$ cat config.mk
export PLATFORM = sky130hd
export DESIGN_NAME = ahfp_add_pipe
export DESIGN_NICKNAME = d
export VERILOG_FILES = /design/src/rtl/ahfp_pkg.sv /design/src/rtl/ahfp_lzc.sv /design/src/rtl/ahfp_add_pipe.sv
export SDC_FILE = /design/constraint.sdc
export NUM_CORES = 1
export LEC_CHECK = 0
export ABC_AREA = 1
export CORE_MARGIN = 3
export CORE_UTILIZATION = 55
export CTS_CLUSTER_SIZE = 16
export DETAILED_ROUTE_END_ITERATION = 16
export PLACE_DENSITY = 0.77
export REMOVE_ABC_BUFFERS = 1
export SYNTH_ARGS = -nofsm -noshare
export SYNTH_HDL_FRONTEND = slang
export SYNTH_SLANG_ARGS = --single-unit
$ cat constraint.sdc
create_clock -name clk -period 10.83 [get_ports clk]
set_clock_uncertainty 0.1 [all_clocks]
set_input_delay 3.249 -clock clk [delete_from_list [all_inputs] [get_ports clk]]
set_output_delay 3.249 -clock clk [all_outputs]
set_load 0.01 [all_outputs]
$ cat src/rtl/ahfp_pkg.sv
// Shared types and constants for the ahfp single-precision datapaths (adder and subtractor).
package ahfp_pkg;

    localparam int EXP_W = 8;
    localparam int MAN_W = 23;
    localparam int BIAS  = 127;
    localparam int EXP_MAX = 2 * BIAS + 1;

    localparam logic [31:0] QNAN     = 32'h7FC0_0000;
    localparam logic [31:0] POS_ZERO = 32'h0000_0000;

    typedef struct packed {
        logic             sign;
        logic [EXP_W-1:0] exp;
        logic [MAN_W:0]   man;
    } ahfp_unpacked_t;

    // Zero and denormal encodings collapse to a signed zero with no mantissa.
    function automatic ahfp_unpacked_t ahfp_unpack(input logic [31:0] f);
        ahfp_unpacked_t u;
        u.sign = f[31];
        u.exp  = f[30:23];
        if (f[30:23] != 8'd0) begin
            u.man = {1'b1, f[22:0]};
        end else begin
            u.man = 24'd0;
        end
        return u;
    endfunction

endpackage

$ cat src/rtl/ahfp_lzc.sv
// Combinational 28-bit leading-zero counter; an all-zero input reports 28.
module ahfp_lzc (
    input  logic [27:0] value,
    output logic [4:0]  count
);

    logic found_s;

    // Scan from the MSB and latch the first set bit position.
    always_comb begin
        count   = 5'd28;
        found_s = 1'b0;
        for (int i = 27; i >= 0; i--) begin
            if (!found_s && value[i]) begin
                count   = 5'(27 - i);
                found_s = 1'b1;
            end else begin
                found_s = found_s;
            end
        end
    end

endmodule

$ cat src/rtl/ahfp_add_pipe.sv
// Four-stage IEEE-754 single-precision adder with valid/ready flow control.
// Define AHFP_SPECIAL_EN to add NaN/Inf handling; otherwise exp==255 is an ordinary normal.
module ahfp_add_pipe
    import ahfp_pkg::*;
#(
    parameter int STAGES = 4,
    parameter int EXP_W  = 8,
    parameter int MAN_W  = 23
) (
    input  logic        clk,
    input  logic        reset_n,
    input  logic        in_valid,
    output logic        in_ready,
    input  logic [31:0] dataa,
    input  logic [31:0] datab,
    output logic        out_valid,
    input  logic        out_ready,
    output logic [31:0] result
);

    logic                stall_s;
    logic [STAGES-1:0]   vld_r;
    logic [31:0]         result_r;

    ahfp_unpacked_t      ua_s, ub_s, big_s, sml_s;
    logic                s1_big_sign_r, s1_sml_sign_r;
    logic [EXP_W-1:0]    s1_exp_r, s1_ediff_r;
    logic [MAN_W:0]      s1_big_man_r, s1_sml_man_r;

    logic [MAN_W+3:0]    ext_s, shr_s, lost_s, sml_al_s;
    logic                s2_sign_r, s2_sub_r;
    logic [EXP_W-1:0]    s2_exp_r;
    logic [MAN_W+3:0]    s2_big_r, s2_sml_r;

    logic [MAN_W+4:0]    sum_s;
    logic                s3_sign_r, s3_sub_r;
    logic [EXP_W-1:0]    s3_exp_r;
    logic [MAN_W+4:0]    s3_sum_r;

    logic [4:0]          lz_s, shl_s;
    logic [MAN_W+3:0]    norm_s;
    logic signed [EXP_W+1:0] e_s;
    logic                inc_s;
    logic [MAN_W+1:0]    rnd_s;
    logic [MAN_W-1:0]    frac_s;
    logic [31:0]         packed_s;

`ifdef AHFP_SPECIAL_EN
    logic nan_s, inf_s, inf_sign_s;
    logic s1_nan_r, s1_inf_r, s1_isgn_r;
    logic s2_nan_r, s2_inf_r, s2_isgn_r;
    logic s3_nan_r, s3_inf_r, s3_isgn_r;
`endif

    assign stall_s   = vld_r[STAGES-1] && !out_ready;
    assign in_ready  = !stall_s;
    assign out_valid = vld_r[STAGES-1];
    assign result    = result_r;

    // S1: unpack both operands and order them by magnitude.
    always_comb begin
        ua_s = ahfp_unpack(dataa);
        ub_s = ahfp_unpack(datab);
        if ({ub_s.exp, ub_s.man} > {ua_s.exp, ua_s.man}) begin
            big_s = ub_s;
            sml_s = ua_s;
        end else begin
            big_s = ua_s;
            sml_s = ub_s;
        end
    end

`ifdef AHFP_SPECIAL_EN
    // S1 special-value classification; Inf-Inf of opposite signs is invalid.
    always_comb begin
        nan_s      = ((dataa[30:23] == 8'hFF) && (dataa[22:0] != 23'd0)) ||
                     ((datab[30:23] == 8'hFF) && (datab[22:0] != 23'd0));
        inf_s      = 1'b0;
        inf_sign_s = dataa[31];
        if ((dataa[30:23] == 8'hFF) && (datab[30:23] == 8'hFF)) begin
            nan_s = nan_s || (dataa[31] != datab[31]);
            inf_s = 1'b1;
        end else if (dataa[30:23] == 8'hFF) begin
            inf_s = 1'b1;
        end else if (datab[30:23] == 8'hFF) begin
            inf_s      = 1'b1;
            inf_sign_s = datab[31];
        end else begin
            inf_s = 1'b0;
        end
    end
`endif

    // S2: align the small mantissa into a 24+G/R/S field.
    always_comb begin
        ext_s  = {s1_sml_man_r, 3'b000};
        shr_s  = ext_s >> s1_ediff_r;
        lost_s = ext_s & ~({(MAN_W+4){1'b1}} << s1_ediff_r);
        if (s1_ediff_r >= 8'd26) begin
            sml_al_s = {{(MAN_W+3){1'b0}}, |s1_sml_man_r};
        end else begin
            sml_al_s = {shr_s[MAN_W+3:1], shr_s[0] | (|lost_s)};
        end
    end

    // S3: magnitude add or subtract; the S1 ordering keeps the difference non-negative.
    always_comb begin
        if (s2_sub_r) begin
            sum_s = {1'b0, s2_big_r} - {1'b0, s2_sml_r};
        end else begin
            sum_s = {1'b0, s2_big_r} + {1'b0, s2_sml_r};
        end
    end

    ahfp_lzc u_lzc (
        .value (s3_sum_r),
        .count (lz_s)
    );

    // S4: normalise, round to nearest even, and pack with saturation and flush.
    always_comb begin
        shl_s = lz_s - 5'd1;
        if (s3_sum_r[MAN_W+4]) begin
            norm_s = {s3_sum_r[MAN_W+4:2], s3_sum_r[1] | s3_sum_r[0]};
            e_s    = $signed({2'b00, s3_exp_r}) + 10'sd1;
        end else begin
            norm_s = s3_sum_r[MAN_W+3:0] << shl_s;
            e_s    = $signed({2'b00, s3_exp_r}) - $signed({5'd0, shl_s});
        end
        inc_s = norm_s[2] && (norm_s[1] || norm_s[0] || norm_s[3]);
        rnd_s = {1'b0, norm_s[MAN_W+3:3]} + {{(MAN_W+1){1'b0}}, inc_s};
        if (rnd_s[MAN_W+1]) begin
            frac_s = rnd_s[MAN_W:1];
            e_s    = e_s + 10'sd1;
        end else begin
            frac_s = rnd_s[MAN_W-1:0];
        end
        if (s3_sum_r == '0) begin
            packed_s = s3_sub_r ? POS_ZERO : {s3_sign_r, 31'd0};
        end else if (e_s <= 10'sd0) begin
            packed_s = {s3_sign_r, 31'd0};
        end else if (e_s >= 10'(EXP_MAX)) begin
            packed_s = {s3_sign_r, 8'hFF, 23'd0};
        end else begin
            packed_s = {s3_sign_r, e_s[EXP_W-1:0], frac_s};
        end
`ifdef AHFP_SPECIAL_EN
        if (s3_nan_r) begin
            packed_s = QNAN;
        end else if (s3_inf_r) begin
            packed_s = {s3_isgn_r, 8'hFF, 23'd0};
        end else begin
            packed_s = packed_s;
        end
`endif
    end

    // Pipeline registers: advance together unless the output is stalled; reset clears all valids.
    always_ff @(posedge clk) begin
        if (!reset_n) begin
            vld_r    <= '0;
            result_r <= POS_ZERO;
        end else if (!stall_s) begin
            vld_r         <= {vld_r[STAGES-2:0], in_valid};
            s1_big_sign_r <= big_s.sign;
            s1_sml_sign_r <= sml_s.sign;
            s1_exp_r      <= big_s.exp;
            s1_ediff_r    <= big_s.exp - sml_s.exp;
            s1_big_man_r  <= big_s.man;
            s1_sml_man_r  <= sml_s.man;
            s2_sign_r     <= s1_big_sign_r;
            s2_sub_r      <= s1_big_sign_r ^ s1_sml_sign_r;
            s2_exp_r      <= s1_exp_r;
            s2_big_r      <= {s1_big_man_r, 3'b000};
            s2_sml_r      <= sml_al_s;
            s3_sign_r     <= s2_sign_r;
            s3_sub_r      <= s2_sub_r;
            s3_exp_r      <= s2_exp_r;
            s3_sum_r      <= sum_s;
`ifdef AHFP_SPECIAL_EN
            s1_nan_r      <= nan_s;
            s1_inf_r      <= inf_s;
            s1_isgn_r     <= inf_sign_s;
            s2_nan_r      <= s1_nan_r;
            s2_inf_r      <= s1_inf_r;
            s2_isgn_r     <= s1_isgn_r;
            s3_nan_r      <= s2_nan_r;
            s3_inf_r      <= s2_inf_r;
            s3_isgn_r     <= s2_isgn_r;
`endif
            if (vld_r[STAGES-2]) begin
                result_r <= packed_s;
            end else begin
                result_r <= result_r;
            end
        end else begin
            vld_r    <= vld_r;
            result_r <= result_r;
        end
    end

endmodule
==> results_tabular.tex, run 1 <==
\begin{tabular}{lr}
\hline
Metric & Value \\
\hline
\multicolumn{2}{l}{\textbf{Min path}} \\
\quad Hold path start & s2\_exp\_r[1]\$\_DFFE\_PP\_ \\
\quad Cell depth of the worst min-delay path & 0 \\
\quad Path class of the lowest-slack min-delay path & reg2reg \\
\quad Worst Hold Path EP & s3\_exp\_r[1]\$\_DFFE\_PP\_ \\
\multicolumn{2}{l}{\textbf{STA}} \\
\quad RSZ-0062 raised after global routing & no \\
\quad Final hold violation count & 0 \\
\quad Pin slew with the least headroom to its limit & 1.135 ns \\
\quad Count of final max-slew check failures & 0 \\
\quad Remaining max-slew budget at the tightest pin & 24.13\% \\
\quad Final period util & 79.09\% \\
\quad Time the worst path needs with I/O delays and setup & 8.565 ns \\
\quad Max Freq & 0.1167 GHz \\
\quad Setup violation total in the final timing report & 0 \\
\multicolumn{2}{l}{\textbf{Synth}} \\
\quad Main area contributors after synthesis & sky130\_fd\_sc\_hd\_\_edfxtp\_1 (31\%), sky130\_fd\_sc\_hd\_\_nand2\_1 (13\%), sky130\_fd\_sc\_hd\_\_ha\_1 (7.2\%) \\
\quad Post-synth cell types & 69 \\
\quad Asr flop ratio synth & 0\% \\
\quad Warnings, synthesis & 0 \\
\quad Gate count after technology mapping & 2,152 \\
\quad Mean Syn Cell Area & 7.450 um2 \\
\quad Area share of the largest cell type after synthesis & 30.91\% \\
\quad Cell type contributing the most total cell area after synthesis & sky130\_fd\_sc\_hd\_\_edfxtp\_1 \\
\quad Post-synthesis register bit count & 201 \\
\quad Synthesized cell area & 0.01603 mm2 \\
\quad Predominant post-synthesis flop cell & sky130\_fd\_sc\_hd\_\_edfxtp\_1 \\
\quad Count of flip-flops with a built-in enable after synthesis & 165 \\
\quad Sequential fraction of the synthesis area & 35.40\% \\
\multicolumn{2}{l}{\textbf{Route}} \\
\quad Initial DRT Pass Iterations & 6 \\
\quad Via count & 15,060 \\
\quad Violation count after the first detailed-routing iteration & 1,536 \\
\quad Final Routed Wirelength & 43.30 mm \\
\quad Remaining design rule violation count & 0 \\
\quad Routed via count divided by cell count & 5.805 \\
\quad Number of nets with antenna violations after detailed routing & 0 \\
\quad Average routed wire per standard cell & 16.68 um \\
\multicolumn{2}{l}{\textbf{Placement}} \\
\quad Half-perimeter wire length after placement & 33.33 mm \\
\quad IO buf count & 101 \\
\quad Routability Congestion & 0.9513 \\
\multicolumn{2}{l}{\textbf{Run}} \\
\quad Max-cap violations & 0 \\
\multicolumn{2}{l}{\textbf{Global route}} \\
\quad First-pass GRT wire length & 70.50 mm \\
\quad Number of antenna violations at the first check in global routing & 0 \\
\quad Global-route total usage across every layer & 27.55\% \\
\quad Maximum number of pins on one net before global-route repair & 89 \\
\quad Vias in the first global route & 14,160 \\
\quad Total gr overflow & 0 \\
\multicolumn{2}{l}{\textbf{Clock network}} \\
\quad Library cell used as clock root buffer & sky130\_fd\_sc\_hd\_\_clkbuf\_16 \\
\quad Resize count post-CTS & 0 \\
\quad H-tree lvl count & 1 \\
\quad Post-CTS Hold Buffers & 0 \\
\quad Buffers inserted by post-CTS timing repair & 0 \\
\quad CTS Buf Count & 22 \\
\quad Clock tree from TritonCTS & yes \\
\quad Maximum count of clock buffers along a single path & 3 \\
\quad Insertion delay to the later sink of the worst-skew pair & 0.53 ns \\
\quad Num Clock Sinks & 201 \\
\quad Clock transition at the registers of the reported paths & 0.07 ns \\
\multicolumn{2}{l}{\textbf{Worst setup path}} \\
\quad Maximum fanout count along the critical path & 37 \\
\quad Element type at the critical path start & input pin \\
\quad Reg-to-reg critical path startpoint & s3\_sum\_r[27]\$\_DFFE\_PP\_ \\
\quad Category of cells accounting for the largest share of critical-path delay & simple AND/OR/NAND/NOR gates \\
\quad Slowest Stage Delay on Critical Path & 0.82 ns \\
\quad Cell repeated most along the worst path & sky130\_fd\_sc\_hd\_\_nand2\_1 \\
\quad Crit path capture type & flip-flop \\
\quad CP Data Required Time & 11.00 ns \\
\quad Arrival time of the worst setup path & 8.73 ns \\
\quad End of the worst register-to-register path & result[2]\$\_SDFFE\_PN0P\_ \\
\quad Worst reg2reg setup slack & 3.65 ns \\
\quad Crit. Startpoint & datab[28] \\
\quad Depth of the worst register-to-register path & 36 \\
\quad Type of the setup path with the least slack & in2reg \\
\quad Worst path slowest cell & sky130\_fd\_sc\_hd\_\_nand2\_1 \\
\quad Path length in cells of the critical path & 27 \\
\quad Worst path bufs/invs & 5 \\
\multicolumn{2}{l}{\textbf{Pwr}} \\
\quad Static leakage & 7.685 nW \\
\quad Final Power & 3.074 mW \\
\quad Max rail drop VDD & 0.1037 mV \\
\quad Power density over cell area & 172.2 mW/mm2 \\
\multicolumn{2}{l}{\textbf{Cells and area}} \\
\quad Layout overhead on the synthesized area & 11.36\% \\
\quad Fraction of layout cells with a size suffix above 1 & 7.037\% \\
\quad Count of antenna diodes in the layout & 0 \\
\quad Util after Layout & 63.22\% \\
\quad Number of nets in the final layout & 2,363 \\
\multicolumn{2}{l}{\textbf{Status}} \\
\quad Result of the run & complete, no violations \\
\multicolumn{2}{l}{\textbf{Die}} \\
\quad Initial core utilization & 56.77\% \\
\quad Top-level port count & 102 \\
\quad Vertical die dimension & 176.7 um \\
\quad FP Rows & 61 \\
\quad Die Footprint & 0.03123 mm2 \\
\quad Area of the core region & 0.02824 mm2 \\
\quad Die Span X & 176.7 um \\
\hline
\end{tabular}
==> registers in the layout, summed over array words and instances (netlist names), 4 cells and up <==
signal,count
result,32
s1_big_man_r,24
s1_ediff_r,8
s1_exp_r,8
s1_sml_man_r,24
s2_big_r,24
s2_exp_r,8
s2_sml_r,27
s3_exp_r,8
s3_sum_r,28
vld_r,4
==> worst max path at each step <==
stage                                endpoint  slack (ns)
floorplan           s1_big_man_r[0]$_DFFE_PP_       -0.94
global placement      s1_ediff_r[7]$_DFFE_PP_        1.95
detailed placement    s1_ediff_r[7]$_DFFE_PP_        1.80
CTS                   s1_ediff_r[7]$_DFFE_PP_        2.33
global route          s1_ediff_r[7]$_DFFE_PP_        1.72
finish                s1_ediff_r[7]$_DFFE_PP_        2.26
==> final cells by class <==
| cell class | count | area [um2] |
|---|---|---|
| Clock inverter | 17 | 197.7 |
| Clock buffer | 23 | 554.3 |
| Tap cell | 378 | 473.0 |
| Inverter | 238 | 895.9 |
| Sequential cell | 201 | 5675 |
| Timing Repair Buffer | 113 | 1101 |
| Multi-Input combinational cell | 1625 | 8955 |
| Fill cell | 2489 | 10390 |
==> through the flow <==
stage | instance area (um2) | worst slack, ns | instances | hold slack [ns] | TNS, ns
after global placement | 17100 | 1.948 | 2555 | 0.3013 | 0
after floorplan | 15520 | -0.9368 | 2064 | 0.3003 | -154.57
final | 17850 | 2.265 | 2595 | 0.3055 | 0
after CTS | 17850 | 2.331 | 2595 | 0.3083 | 0
after global routing | 17850 | 1.720 | 2595 | 0.3209 | 0
after detailed placement | 17100 | 1.799 | 2555 | 0.3045 | 0
==> cells in the final DEF (no fill, tap or decap), types with 5 or more instances in the layout <==
cell and n:
sky130_fd_sc_hd__nand2_1 540, sky130_fd_sc_hd__inv_1 221, sky130_fd_sc_hd__nand3_1 218, sky130_fd_sc_hd__o21ai_0 183, sky130_fd_sc_hd__edfxtp_1 165, sky130_fd_sc_hd__nor2_1 149
sky130_fd_sc_hd__a21oi_1 131, sky130_fd_sc_hd__clkdlybuf4s50_1 101, sky130_fd_sc_hd__ha_1 92, sky130_fd_sc_hd__nand4_1 56, sky130_fd_sc_hd__xor2_1 41, sky130_fd_sc_hd__dfxtp_1 36
sky130_fd_sc_hd__nand2_2 23, sky130_fd_sc_hd__clkbuf_16 22, sky130_fd_sc_hd__o211ai_1 15, sky130_fd_sc_hd__nor3_1 13, sky130_fd_sc_hd__xnor2_1 12, sky130_fd_sc_hd__clkinv_1 12
sky130_fd_sc_hd__or2_2 12, sky130_fd_sc_hd__buf_4 12, sky130_fd_sc_hd__inv_2 10, sky130_fd_sc_hd__nor2_4 10, sky130_fd_sc_hd__a21oi_2 10, sky130_fd_sc_hd__nor2_2 9
sky130_fd_sc_hd__nor4_1 8, sky130_fd_sc_hd__o22ai_1 7, sky130_fd_sc_hd__nand2_4 6, sky130_fd_sc_hd__nand3_2 6, sky130_fd_sc_hd__a211oi_1 6, sky130_fd_sc_hd__nand3_4 5
sky130_fd_sc_hd__o31ai_1 5, sky130_fd_sc_hd__a31oi_1 5, sky130_fd_sc_hd__mux2i_1 5
==> Yosys cell counts (4+ instances only) <==
| library cell | instances |
|---|---|
| sky130_fd_sc_hd__nand2_1 | 540 |
| sky130_fd_sc_hd__inv_1 | 221 |
| sky130_fd_sc_hd__nand3_1 | 218 |
| sky130_fd_sc_hd__o21ai_0 | 183 |
| sky130_fd_sc_hd__edfxtp_1 | 165 |
| sky130_fd_sc_hd__nor2_1 | 151 |
| sky130_fd_sc_hd__a21oi_1 | 131 |
| sky130_fd_sc_hd__ha_1 | 92 |
| sky130_fd_sc_hd__nand4_1 | 56 |
| sky130_fd_sc_hd__clkbuf_1 | 45 |
| sky130_fd_sc_hd__xor2_1 | 41 |
| sky130_fd_sc_hd__dfxtp_1 | 36 |
| sky130_fd_sc_hd__nand2_2 | 23 |
| sky130_fd_sc_hd__buf_6 | 15 |
| sky130_fd_sc_hd__o211ai_1 | 15 |
| sky130_fd_sc_hd__nor3_1 | 13 |
| sky130_fd_sc_hd__or2_2 | 12 |
| sky130_fd_sc_hd__xnor2_1 | 12 |
| sky130_fd_sc_hd__a21oi_2 | 10 |
| sky130_fd_sc_hd__inv_2 | 10 |
| sky130_fd_sc_hd__nor2_4 | 9 |
| sky130_fd_sc_hd__buf_1 | 8 |
| sky130_fd_sc_hd__nor2_2 | 8 |
| sky130_fd_sc_hd__nor4_1 | 8 |
| sky130_fd_sc_hd__buf_2 | 7 |
| sky130_fd_sc_hd__o22ai_1 | 7 |
| sky130_fd_sc_hd__a211oi_1 | 6 |
| sky130_fd_sc_hd__buf_4 | 6 |
| sky130_fd_sc_hd__clkinv_1 | 6 |
| sky130_fd_sc_hd__nand2_4 | 6 |
| sky130_fd_sc_hd__nand3_2 | 6 |
| sky130_fd_sc_hd__a31oi_1 | 5 |
| sky130_fd_sc_hd__clkbuf_4 | 5 |
| sky130_fd_sc_hd__mux2i_1 | 5 |
| sky130_fd_sc_hd__nand3_4 | 5 |
| sky130_fd_sc_hd__o31ai_1 | 5 |
| sky130_fd_sc_hd__a221oi_1 | 4 |
| sky130_fd_sc_hd__o21bai_1 | 4 |
| sky130_fd_sc_hd__o311ai_0 | 4 |
==> worst reg2reg max path, delay by kind of cell (launching register included) <==
family	cells	cell delay [ns]
simple gates	27	4.34
buf+inv	5	1.34
fa+ha+maj	2	0.51
flops	1	0.39
compound gates	2	0.38
==> power breakdown <==
part           leakage [nW]  switching [mW]  internal, mW
logic                  5.41           0.860         0.411
registers              1.92          0.0865         0.940
clock network         0.361           0.309         0.468
==> cell families after synthesis <==
group	Yosys count	share of synthesized area, %
adder cells (fa/ha/maj)	94	7.430
AO/OA/AOI/OAI	401	14.20
XOR/XNOR	55	3.169
AND/OR/NAND/NOR	1070	30.69
multiplexers	5	0.3122
buffers and inverters	326	8.804
flip-flops	201	35.40
==> metal layers <==
metal	global-route usage [%]	share of wire [%]
met1	35.40	42
met2	47.46	48
met4	11.52	4.8
met5	0	0
met3	2.960	5.7
(Power assumes the default switching activity.)
==> run 2: changes to the inputs <==
Clock period 10.83 ns to 7.35 ns, I/O delays scaled along.
==> results_tabular.tex, run 2 (synthesis gave the netlist of run 1 again) <==
\begin{tabular}{lr}
\hline
Metric & Value \\
\hline
\multicolumn{2}{l}{\textbf{Status}} \\
\quad Result of the run & complete, no violations \\
\multicolumn{2}{l}{\textbf{Global route}} \\
\quad Number of antenna violations at the first check in global routing & 0 (unchanged) \\
\quad Global-route total usage across every layer & 28.30\% (+0.76 points) \\
\quad Total gr overflow & 0 (unchanged) \\
\quad Vias in the first global route & 14,220 (+0.45\%) \\
\quad Maximum number of pins on one net before global-route repair & 54 (-39\%) \\
\quad First-pass GRT wire length & 71.96 mm (+2.1\%) \\
\multicolumn{2}{l}{\textbf{Clock network}} \\
\quad Clock transition at the registers of the reported paths & 0.06 ns (about the same) \\
\quad Insertion delay to the later sink of the worst-skew pair & 0.53 ns (about the same) \\
\quad CTS Buf Count & 24 (+9.1\%) \\
\quad Num Clock Sinks & 201 (unchanged) \\
\quad H-tree lvl count & 1 (unchanged) \\
\quad Buffers inserted by post-CTS timing repair & 0 (unchanged) \\
\quad Post-CTS Hold Buffers & 0 (unchanged) \\
\quad Maximum count of clock buffers along a single path & 3 (unchanged) \\
\quad Clock tree from TritonCTS & yes \\
\quad Library cell used as clock root buffer & sky130\_fd\_sc\_hd\_\_clkbuf\_16 \\
\quad Resize count post-CTS & 0 (unchanged) \\
\multicolumn{2}{l}{\textbf{Pwr}} \\
\quad Max rail drop VDD & 0.1133 mV (+9.3\%) \\
\quad Final Power & 4.600 mW (+50\%) \\
\quad Static leakage & 7.837 nW (+2.0\%) \\
\quad Power density over cell area & 254.1 mW/mm2 (+48\%) \\
\multicolumn{2}{l}{\textbf{Run}} \\
\quad Max-cap violations & 0 (unchanged) \\
\multicolumn{2}{l}{\textbf{Worst setup path}} \\
\quad Crit path capture type & flip-flop \\
\quad Type of the setup path with the least slack & in2reg \\
\quad Element type at the critical path start & input pin \\
\quad CP Data Required Time & 7.53 ns (-3.47 ns) \\
\quad Arrival time of the worst setup path & 6.69 ns (-2.04 ns) \\
\quad Maximum fanout count along the critical path & 16 (-57\%) \\
\multicolumn{2}{l}{\textbf{Min path}} \\
\quad Path class of the lowest-slack min-delay path & reg2reg \\
\multicolumn{2}{l}{\textbf{Cells and area}} \\
\quad Number of flip-flops in the largest register & 32 (unchanged) \\
\quad Layout overhead on the synthesized area & 12.91\% \\
\quad Util after Layout & 64.10\% (+0.88 points) \\
\quad Fraction of layout cells with a size suffix above 1 & 8.203\% (+1.2 points) \\
\quad Count of antenna diodes in the layout & 0 (unchanged) \\
\quad Most common cell after layout, fill and taps aside & sky130\_fd\_sc\_hd\_\_nand2\_1 \\
\quad Leading cell types in the layout, fill and taps excluded & sky130\_fd\_sc\_hd\_\_nand2\_1 (540), sky130\_fd\_sc\_hd\_\_inv\_1 (221), sky130\_fd\_sc\_hd\_\_nand3\_1 (218) \\
\quad Number of nets in the final layout & 2,389 (+1.1\%) \\
\quad Number of inserted filler cells in the final layout & 2,496 (+0.28\%) \\
\quad Post-layout instance area & 0.01810 mm2 (+1.4\%) \\
\multicolumn{2}{l}{\textbf{Die}} \\
\quad FP Rows & 61 (unchanged) \\
\quad Die Footprint & 0.03123 mm2 (unchanged) \\
\quad Area of the core region & 0.02824 mm2 (unchanged) \\
\quad Vertical die dimension & 176.7 um (unchanged) \\
\quad Die Span X & 176.7 um (unchanged) \\
\quad Initial core utilization & 56.77\% (unchanged) \\
\quad Top-level port count & 102 (unchanged) \\
\multicolumn{2}{l}{\textbf{Placement}} \\
\quad DP Worst Slack & 0.2634 ns (-1.536 ns) \\
\quad Total placed instance area & 0.01732 mm2 (+1.3\%) \\
\quad Half-perimeter wire length after placement & 34.81 mm (+4.4\%) \\
\quad Routability Congestion & 0.9670 (+1.7\%) \\
\quad IO buf count & 101 (unchanged) \\
\multicolumn{2}{l}{\textbf{Route}} \\
\quad Initial DRT Pass Iterations & 9 (+3) \\
\quad Violation count after the first detailed-routing iteration & 1,487 (-3.2\%) \\
\quad Remaining design rule violation count & 0 (unchanged) \\
\quad Number of nets with antenna violations after detailed routing & 0 (unchanged) \\
\quad Routed via count divided by cell count & 5.753 (-0.90\%) \\
\quad Average routed wire per standard cell & 17.08 um (+2.4\%) \\
\quad Final Routed Wirelength & 44.77 mm (+3.4\%) \\
\quad Via count & 15,080 (+0.093\%) \\
\multicolumn{2}{l}{\textbf{STA}} \\
\quad Count of final max-slew check failures & 0 (unchanged) \\
\quad Final Hold Slack & 0.3134 ns (+0.007939 ns) \\
\quad RSZ-0062 raised after global routing & no \\
\quad Final period util & 88.58\% \\
\quad Final hold violation count & 0 (unchanged) \\
\quad Pin slew with the least headroom to its limit & 0.9112 ns (-0.2241 ns) \\
\quad Remaining max-slew budget at the tightest pin & 39.19\% (+15 points) \\
\quad Crit path setup slack, layout & 0.8390 ns (-1.426 ns) \\
\quad Time the worst path needs with I/O delays and setup & 6.511 ns \\
\quad Setup violation total in the final timing report & 0 (unchanged) \\
\quad Max Freq & 0.1536 GHz \\
\hline
\end{tabular}
## run 2: changes by cell type in the layout (fill, tap and decap cells not counted), sizes merged
cell / previous run / this run
clkinv: 17 / 15
inv: 232 / 234
bufinv: 4 / 3
clkbuf: 23 / 26
buf: 12 / 36
## run 2: routing by layer
metal	wire, um	GRT usage, %	part of all wire, %	vias up
met5	0	0	0	-
met4	2282	12.41	5.1	0
met3	2755	3.089	6.2	141
met2	21220	48.99	47	618
met1	18520	35.89	41	6855
li1	-	-	-	7464
## run 2: where the power goes
group,total [mW],leakage (nW),internal [mW],switching [mW]
combinational,1.91,5.54,0.626,1.29
clock,1.17,0.381,0.705,0.467
sequential,1.52,1.92,1.38,0.132
## run 2: critical path, stage by stage
cell,delay (ns)
sky130_fd_sc_hd__clkdlybuf4s50_1,0.50
sky130_fd_sc_hd__inv_1,0.08
sky130_fd_sc_hd__nand4_1,0.11
sky130_fd_sc_hd__nor2_1,0.10
sky130_fd_sc_hd__inv_1,0.42
sky130_fd_sc_hd__buf_4,0.25
sky130_fd_sc_hd__nand2_1,0.10
sky130_fd_sc_hd__ha_1,0.28
sky130_fd_sc_hd__nand2_1,0.08
sky130_fd_sc_hd__nor4_1,0.53
sky130_fd_sc_hd__nand3_1,0.13
sky130_fd_sc_hd__nand2_1,0.35
sky130_fd_sc_hd__inv_1,0.26
sky130_fd_sc_hd__o21ai_0,0.34
sky130_fd_sc_hd__a22o_1,0.23
sky130_fd_sc_hd__nand2_1,0.05
sky130_fd_sc_hd__inv_1,0.07
sky130_fd_sc_hd__a21oi_1,0.04
sky130_fd_sc_hd__o21ai_0,0.23
sky130_fd_sc_hd__nand2_1,0.07
sky130_fd_sc_hd__inv_1,0.07
sky130_fd_sc_hd__o21ai_0,0.07
sky130_fd_sc_hd__nand2_1,0.08
sky130_fd_sc_hd__xor2_1,0.06
## run 2: stage by stage
step	std cells	setup TNS, ns
detailed placement	2579	0
global placement	2579	0
floorplan	2064	-556.51
global route	2621	0
CTS	2621	0
finish	2621	0
## run 2: final timing paths
path,startpoint,end,slack (ns),depth (start not counted)
max,dataa[26],s1_ediff_r[7]$_DFFE_PP_,0.84,24
min,s1_exp_r[2]$_DFFE_PP_,s2_exp_r[2]$_DFFE_PP_,0.31,0
max reg2reg,s3_sum_r[27]$_DFFE_PP_,result[15]$_SDFFE_PN0P_,1.25,31
min reg2reg,s1_exp_r[2]$_DFFE_PP_,s2_exp_r[2]$_DFFE_PP_,0.31,0
## run 2: area by class of cell
class	count	area (um2)	area share, %
clock buffer	26	608.1	3.359
clock inverter	16	175.2	0.9677
multi-input combinational	1625	8955	49.47
tap	378	473.0	2.613
sequential	201	5675	31.35
timing repair buffer	137	1319	7.286
inverter	238	895.9	4.949
==> run 3: changes to the inputs <==
Settings changed: CORE_UTILIZATION 55 to 40, CTS_CLUSTER_DIAMETER set to 50, PLACE_DENSITY 0.77 to 0.59.
==> results_tabular.tex, run 3 (synthesis gave the netlist of run 1 again) <==
\begin{tabular}{lr}
\hline
Metric & Value \\
\hline
\multicolumn{2}{l}{\textbf{Worst setup path}} \\
\quad Arrival time of the worst setup path & 6.67 ns (-0.02 ns) \\
\quad Worst path bufs/invs & 7 (unchanged) \\
\quad CP Data Required Time & 7.53 ns (about the same) \\
\quad Crit path capture type & flip-flop \\
\quad Path length in cells of the critical path & 33 (+38\%) \\
\quad Element type at the critical path start & input pin \\
\quad Maximum fanout count along the critical path & 29 (+13) \\
\quad Slowest Stage Delay on Critical Path & 0.48 ns (-0.05 ns) \\
\quad Type of the setup path with the least slack & in2reg \\
\quad Category of cells accounting for the largest share of critical-path delay & simple AND/OR/NAND/NOR gates \\
\quad Depth of the worst register-to-register path & 31 (unchanged) \\
\quad Worst path slowest cell & sky130\_fd\_sc\_hd\_\_clkdlybuf4s50\_1 \\
\quad Cell repeated most along the worst path & sky130\_fd\_sc\_hd\_\_nand2\_1 \\
\multicolumn{2}{l}{\textbf{Global route}} \\
\quad Total gr overflow & 0 (unchanged) \\
\quad First-pass GRT wire length & 72.46 mm (+0.70\%) \\
\quad Number of antenna violations at the first check in global routing & 1 (+1) \\
\quad Maximum number of pins on one net before global-route repair & 106 (+96\%) \\
\quad GRT met2 Usage & 35.04\% (-14 points) \\
\quad Vias in the first global route & 13,980 (-1.7\%) \\
\quad Global-route total usage across every layer & 21.01\% (-7.3 points) \\
\quad Met3 layer usage reported by global route & 2.032\% (-1.1 points) \\
\quad GR peak layer & met2 \\
\quad Global-route met1 utilization & 28.42\% (-7.5 points) \\
\multicolumn{2}{l}{\textbf{Die}} \\
\quad Vertical die dimension & 206.2 um (+17\%) \\
\quad Initial core utilization & 41.00\% (-16 points) \\
\quad FP Rows & 72 (+18\%) \\
\quad Top-level port count & 102 (unchanged) \\
\quad Area of the core region & 0.03910 mm2 (+38\%) \\
\quad Die Span X & 206.2 um (+17\%) \\
\quad Die Footprint & 0.04252 mm2 (+36\%) \\
\multicolumn{2}{l}{\textbf{Route}} \\
\quad Final Routed Wirelength & 44.88 mm (+0.23\%) \\
\quad Remaining design rule violation count & 0 (unchanged) \\
\quad Average routed wire per standard cell & 16.32 um (-4.5\%) \\
\quad Violation count after the first detailed-routing iteration & 1,009 (-32\%) \\
\quad Routed via count divided by cell count & 5.341 (-7.1\%) \\
\quad Number of nets with antenna violations after detailed routing & 0 (unchanged) \\
\quad Initial DRT Pass Iterations & 5 (-4) \\
\quad Via count & 14,690 (-2.6\%) \\
\multicolumn{2}{l}{\textbf{STA}} \\
\quad Final Hold Slack & 0.3186 ns (+0.005174 ns) \\
\quad Setup violation total in the final timing report & 0 (unchanged) \\
\quad Final period util & 88.25\% (-0.34 points) \\
\quad Final hold violation count & 0 (unchanged) \\
\quad Count of final max-slew check failures & 0 (unchanged) \\
\quad RSZ-0062 raised after global routing & no \\
\quad Crit path setup slack, layout & 0.8639 ns (+0.02485 ns) \\
\quad Time the worst path needs with I/O delays and setup & 6.486 ns (-0.02485 ns) \\
\quad Remaining max-slew budget at the tightest pin & 27.32\% (-12 points) \\
\quad Max Freq & 0.1542 GHz (+0.38\%) \\
\quad Pin slew with the least headroom to its limit & 1.084 ns (+0.1723 ns) \\
\multicolumn{2}{l}{\textbf{Clock network}} \\
\quad Clock transition at the registers of the reported paths & 0.06 ns (about the same) \\
\quad CTS Buf Count & 25 (+4.2\%) \\
\quad Clock tree from TritonCTS & yes \\
\quad Num Clock Sinks & 201 (unchanged) \\
\quad H-tree lvl count & 1 (unchanged) \\
\quad Post-CTS Hold Buffers & 0 (unchanged) \\
\quad Resize count post-CTS & 0 (unchanged) \\
\quad Library cell used as clock root buffer & sky130\_fd\_sc\_hd\_\_clkbuf\_16 \\
\quad Buffers inserted by post-CTS timing repair & 0 (unchanged) \\
\quad Insertion delay to the later sink of the worst-skew pair & 0.53 ns (about the same) \\
\quad Maximum count of clock buffers along a single path & 3 (unchanged) \\
\multicolumn{2}{l}{\textbf{Pwr}} \\
\quad Power density over cell area & 251.6 mW/mm2 (-0.98\%) \\
\quad Final Power & 4.586 mW (-0.31\%) \\
\quad Max rail drop VDD & 0.1881 mV (+66\%) \\
\quad Static leakage & 7.781 nW (-0.71\%) \\
\multicolumn{2}{l}{\textbf{Cells and area}} \\
\quad Leading cell types in the layout, fill and taps excluded & sky130\_fd\_sc\_hd\_\_nand2\_1 (540), sky130\_fd\_sc\_hd\_\_inv\_1 (221), sky130\_fd\_sc\_hd\_\_nand3\_1 (218) \\
\quad Number of nets in the final layout & 2,376 (-0.54\%) \\
\quad Fraction of layout cells with a size suffix above 1 & 7.885\% (-0.32 points) \\
\quad Layout overhead on the synthesized area & 13.67\% \\
\quad Number of inserted filler cells in the final layout & 3,969 (+59\%) \\
\quad Most common cell after layout, fill and taps aside & sky130\_fd\_sc\_hd\_\_nand2\_1 \\
\quad Number of flip-flops in the largest register & 32 (unchanged) \\
\quad Count of antenna diodes in the layout & 0 (unchanged) \\
\multicolumn{2}{l}{\textbf{Placement}} \\
\quad DP Worst Slack & 0.2243 ns (-0.03914 ns) \\
\quad Half-perimeter wire length after placement & 35.11 mm (+0.87\%) \\
\quad Routability Congestion & 0.9231 (-4.5\%) \\
\quad IO buf count & 101 (unchanged) \\
\multicolumn{2}{l}{\textbf{Min path}} \\
\quad Cell depth of the worst min-delay path & 0 (unchanged) \\
\quad Path class of the lowest-slack min-delay path & reg2reg \\
\multicolumn{2}{l}{\textbf{Status}} \\
\quad Result of the run & complete, no violations \\
\multicolumn{2}{l}{\textbf{Run}} \\
\quad Max-cap violations & 0 (unchanged) \\
\hline
\end{tabular}
==> run 3: cell count changes in the layout (fill, tap and decap cells not counted), moves of 2 or more <==
cell                        delta
sky130_fd_sc_hd__clkinv_1      -2
sky130_fd_sc_hd__buf_4        -14
sky130_fd_sc_hd__inv_6         +2
sky130_fd_sc_hd__bufinv_16     -3
sky130_fd_sc_hd__clkinv_2      -3
sky130_fd_sc_hd__clkinv_8      +6
==> run 3: layout make-up <==
type | count | area, um2 | area share [%]
clock buffers | 26 | 629.4 | 3.454
multi-input cells | 1625 | 8955 | 49.14
well taps | 518 | 648.1 | 3.557
flip-flops and latches | 201 | 5675 | 31.15
inverters | 238 | 895.9 | 4.916
clock inverters | 19 | 205.2 | 1.126
repair buffers | 123 | 1214 | 6.660
==> run 3: layer usage <==
metal | vias up | share of wire, %
met5 | - | 0.025
met4 | 2 | 3.4
met3 | 100 | 4.1
met2 | 368 | 47
met1 | 6774 | 46
li1 | 7445 | -
==> run 3: per-stage QoR <==
stage                     cells  util (%)  cell area (um2)  TNS, ns
final                      2750     46.61            18220        0
after global routing       2750     46.61            18220        0
after CTS                  2750     46.61            18220        0
after detailed placement   2705     44.47            17390        0
after global placement     2705     44.47            17390        0
after floorplan            2064         -            15520  -556.51
==> run 3: report_power, final <==
group / internal, mW / leakage (nW) / switching (mW)
Sequential: 1.38 / 1.92 / 0.141
Clock: 0.656 / 0.396 / 0.525
Combinational: 0.618 / 5.47 / 1.26
Total: 2.66 / 7.78 / 1.93
==> run 3: final timing paths <==
path | startpoint | slack (ns) | endpoint
hold reg to reg | s2_exp_r[6]$_DFFE_PP_ | 0.32 | s3_exp_r[6]$_DFFE_PP_
setup / recovery | datab[28] | 0.86 | s1_ediff_r[7]$_DFFE_PP_
setup reg to reg | s3_sum_r[27]$_DFFE_PP_ | 1.14 | result[2]$_SDFFE_PN0P_
hold / removal | s2_exp_r[6]$_DFFE_PP_ | 0.32 | s3_exp_r[6]$_DFFE_PP_
==> RTL edit, RTL diff (flow settings as in run 1) <==
Add a define of `AHFP_SPECIAL_EN`.
--- a/src/rtl/ahfp_add_pipe.sv
+++ b/src/rtl/ahfp_add_pipe.sv
@@ -2,2 +2,4 @@
 // Define AHFP_SPECIAL_EN to add NaN/Inf handling; otherwise exp==255 is an ordinary normal.
+`define AHFP_SPECIAL_EN
+
 module ahfp_add_pipe
Function: no difference found for any inputs over 4 cycles, from zero or initial values and one cycle with reset_n low; that may be too few to reach the edited logic, so the function may still have changed.
==> RTL edit against run 1 <==
Hold slack improved by 9.2 ps; setup slack gained 240 ps; final cell count up 2.0%; total power rose by 1.7%; cell area grew 1.4%; routed wire length grew 1.1%; sequential cell count is 9 higher; count of clock-buffer cells in the layout is 10 higher; largest cell class unchanged; area after synthesis grew 0.52%.
==> RTL edit: results (changes against run 1) <==
Worst min path class = reg2reg (unchanged)
Pin count of the biggest net entering global routing = 90 (was 89)
Hold slack = 315 ps (was 305 ps)
Number of global-route vias before repair = 14.2k (about the same)
Highest-delay cell along the critical path = inv_1 (was nand2_1)
Max transition margin = 0.112 (was 0.241)
Max incr delay on CP = 590 ps (was 820 ps)
Count of cell types in the netlist = 60 (was 69)
Post-DP Area = 17,300 um2 (was 17,100 um2)
Synth-to-Final Area Change = 12.3% (was 11.4%)
Ys async rst share = 0 (unchanged)
CTS resizes = 0 (unchanged)
Synth top area cells = edfxtp_1 (32%), nand2_1 (13%), nand3_1 (7.3%), ha_1 (7.1%), o21ai_0 (6.3%) (was edfxtp_1 (31%), nand2_1 (13%), ha_1 (7.2%), nand3_1 (6.8%), o21ai_0 (5.7%))
Sequential share of the synthesized area = 0.369 (was 0.354)
Clk_lat worst skew = 520 ps
PortBufs = 101 (unchanged)
Initial antenna violation count = 2 (was 0)
Longest Clk Path Bufs = 3 (unchanged)
Max FFs per register = 32 (unchanged)
Placed cell count = 2,603 (was 2,555)
Clock-pin slew on the worst setup and hold paths = 60 ps
Gr usage total = 0.276 (was 0.275)
First-pass DRT Iterations = 5 (was 6)
WP data arrival = 8480 ps (was 8730 ps)
Final cell count without fillers = 2,646 (was 2,595)
Critical path peak fanout = 42 (was 37)
Gp weighted congestion = 0.956 (was 0.951)
Hpwl dp = 33.5 mm (was 33.3 mm)
Routed length per instance = 16.5 um (was 16.7 um)
Post-CTS setup buffer count = 0 (unchanged)
Layout Nets = 2,407 (was 2,363)
First DRT Iteration DRCs = 1,258 (was 1,536)
Share of layout cells above drive strength 1 = 0.0548 (was 0.0704)
Total CTS buffers = 24 (was 22)
Worst ir drop on vdd = 0.000116 V (was 0.000104 V)
Synthesized area per cell = 7.34 um2 (was 7.45 um2)
Ys Warns = 0 (unchanged)
Vias per cell = 5.79 (was 5.81)
Pleak = 7.81 nW (was 7.68 nW)
EDFF count, synth = 174 (was 165)
Top FF cell, synth = edfxtp_1 (unchanged)
Root buffer cell = clkbuf_16 (unchanged)
Status = completed (unchanged)
Antenna Cells = 0 (unchanged)
Commonest cells in the netlist = nand2_1 (553), inv_1 (236), nand3_1 (236) (was nand2_1 (540), inv_1 (221), nand3_1 (218))
First-pass GRT wire length = 71.1 mm (was 70.5 mm)
[RTL edit: layout make-up]
| cell class | instances | area (um2) |
|---|---|---|
| tap | 384 | 480 |
| sequential | 210 | 5950 |
| fill | 2627 | 10700 |
| timing repair buffer | 112 | 1090 |
| clock inverter | 10 | 135 |
| clock buffer | 33 | 679 |
| multi-input combinational | 1644 | 8810 |
| inverter | 253 | 950 |
[RTL edit: through the flow]
| step | total power [W] | setup slack, ps |
|---|---|---|
| 2_1_floorplan | 0.00193 | -610 |
| 5_1_grt | 0.00333 | 1940 |
| 3_3_place_gp | 0.00226 | 2060 |
| 3_5_place_dp | 0.00228 | 1970 |
| 6_report | 0.00313 | 2510 |
| 4_1_cts | 0.00311 | 2490 |
[RTL edit: cell families after synthesis]
group,synth area share
simple gates,0.297
compound gates,0.141
xor+xnor,0.0320
fa+ha+maj,0.0739
buf+inv,0.0849
mux,0.00248
flops,0.369
[RTL edit: path summary, 6_finish.rpt]
check                                 startpoint       endpoint  slack, ps  cells after the start
worst max-delay path                   datab[23]  s1_ediff_r[6]       2510                     27
worst min-delay path            s1_big_man_r[21]   s2_big_r[24]        310                      0
worst max register to register      s3_sum_r[23]     result[28]       3130                     33
worst min register to register  s1_big_man_r[21]   s2_big_r[24]        310                      0
[RTL edit: power breakdown]
part,switching (W),internal (W)
sequential,0.0000843,0.000978
clock,0.000321,0.000511
combinational,0.000835,0.000396
total,0.00124,0.00189
[RTL edit: routing by layer]
layer,routed length [um],GRT usage,part of all wire
met5,21,0,0.00048
met4,1020,0.0730,0.023
met3,3070,0.0326,0.070
met2,20400,0.460,0.47
met1,19200,0.384,0.44
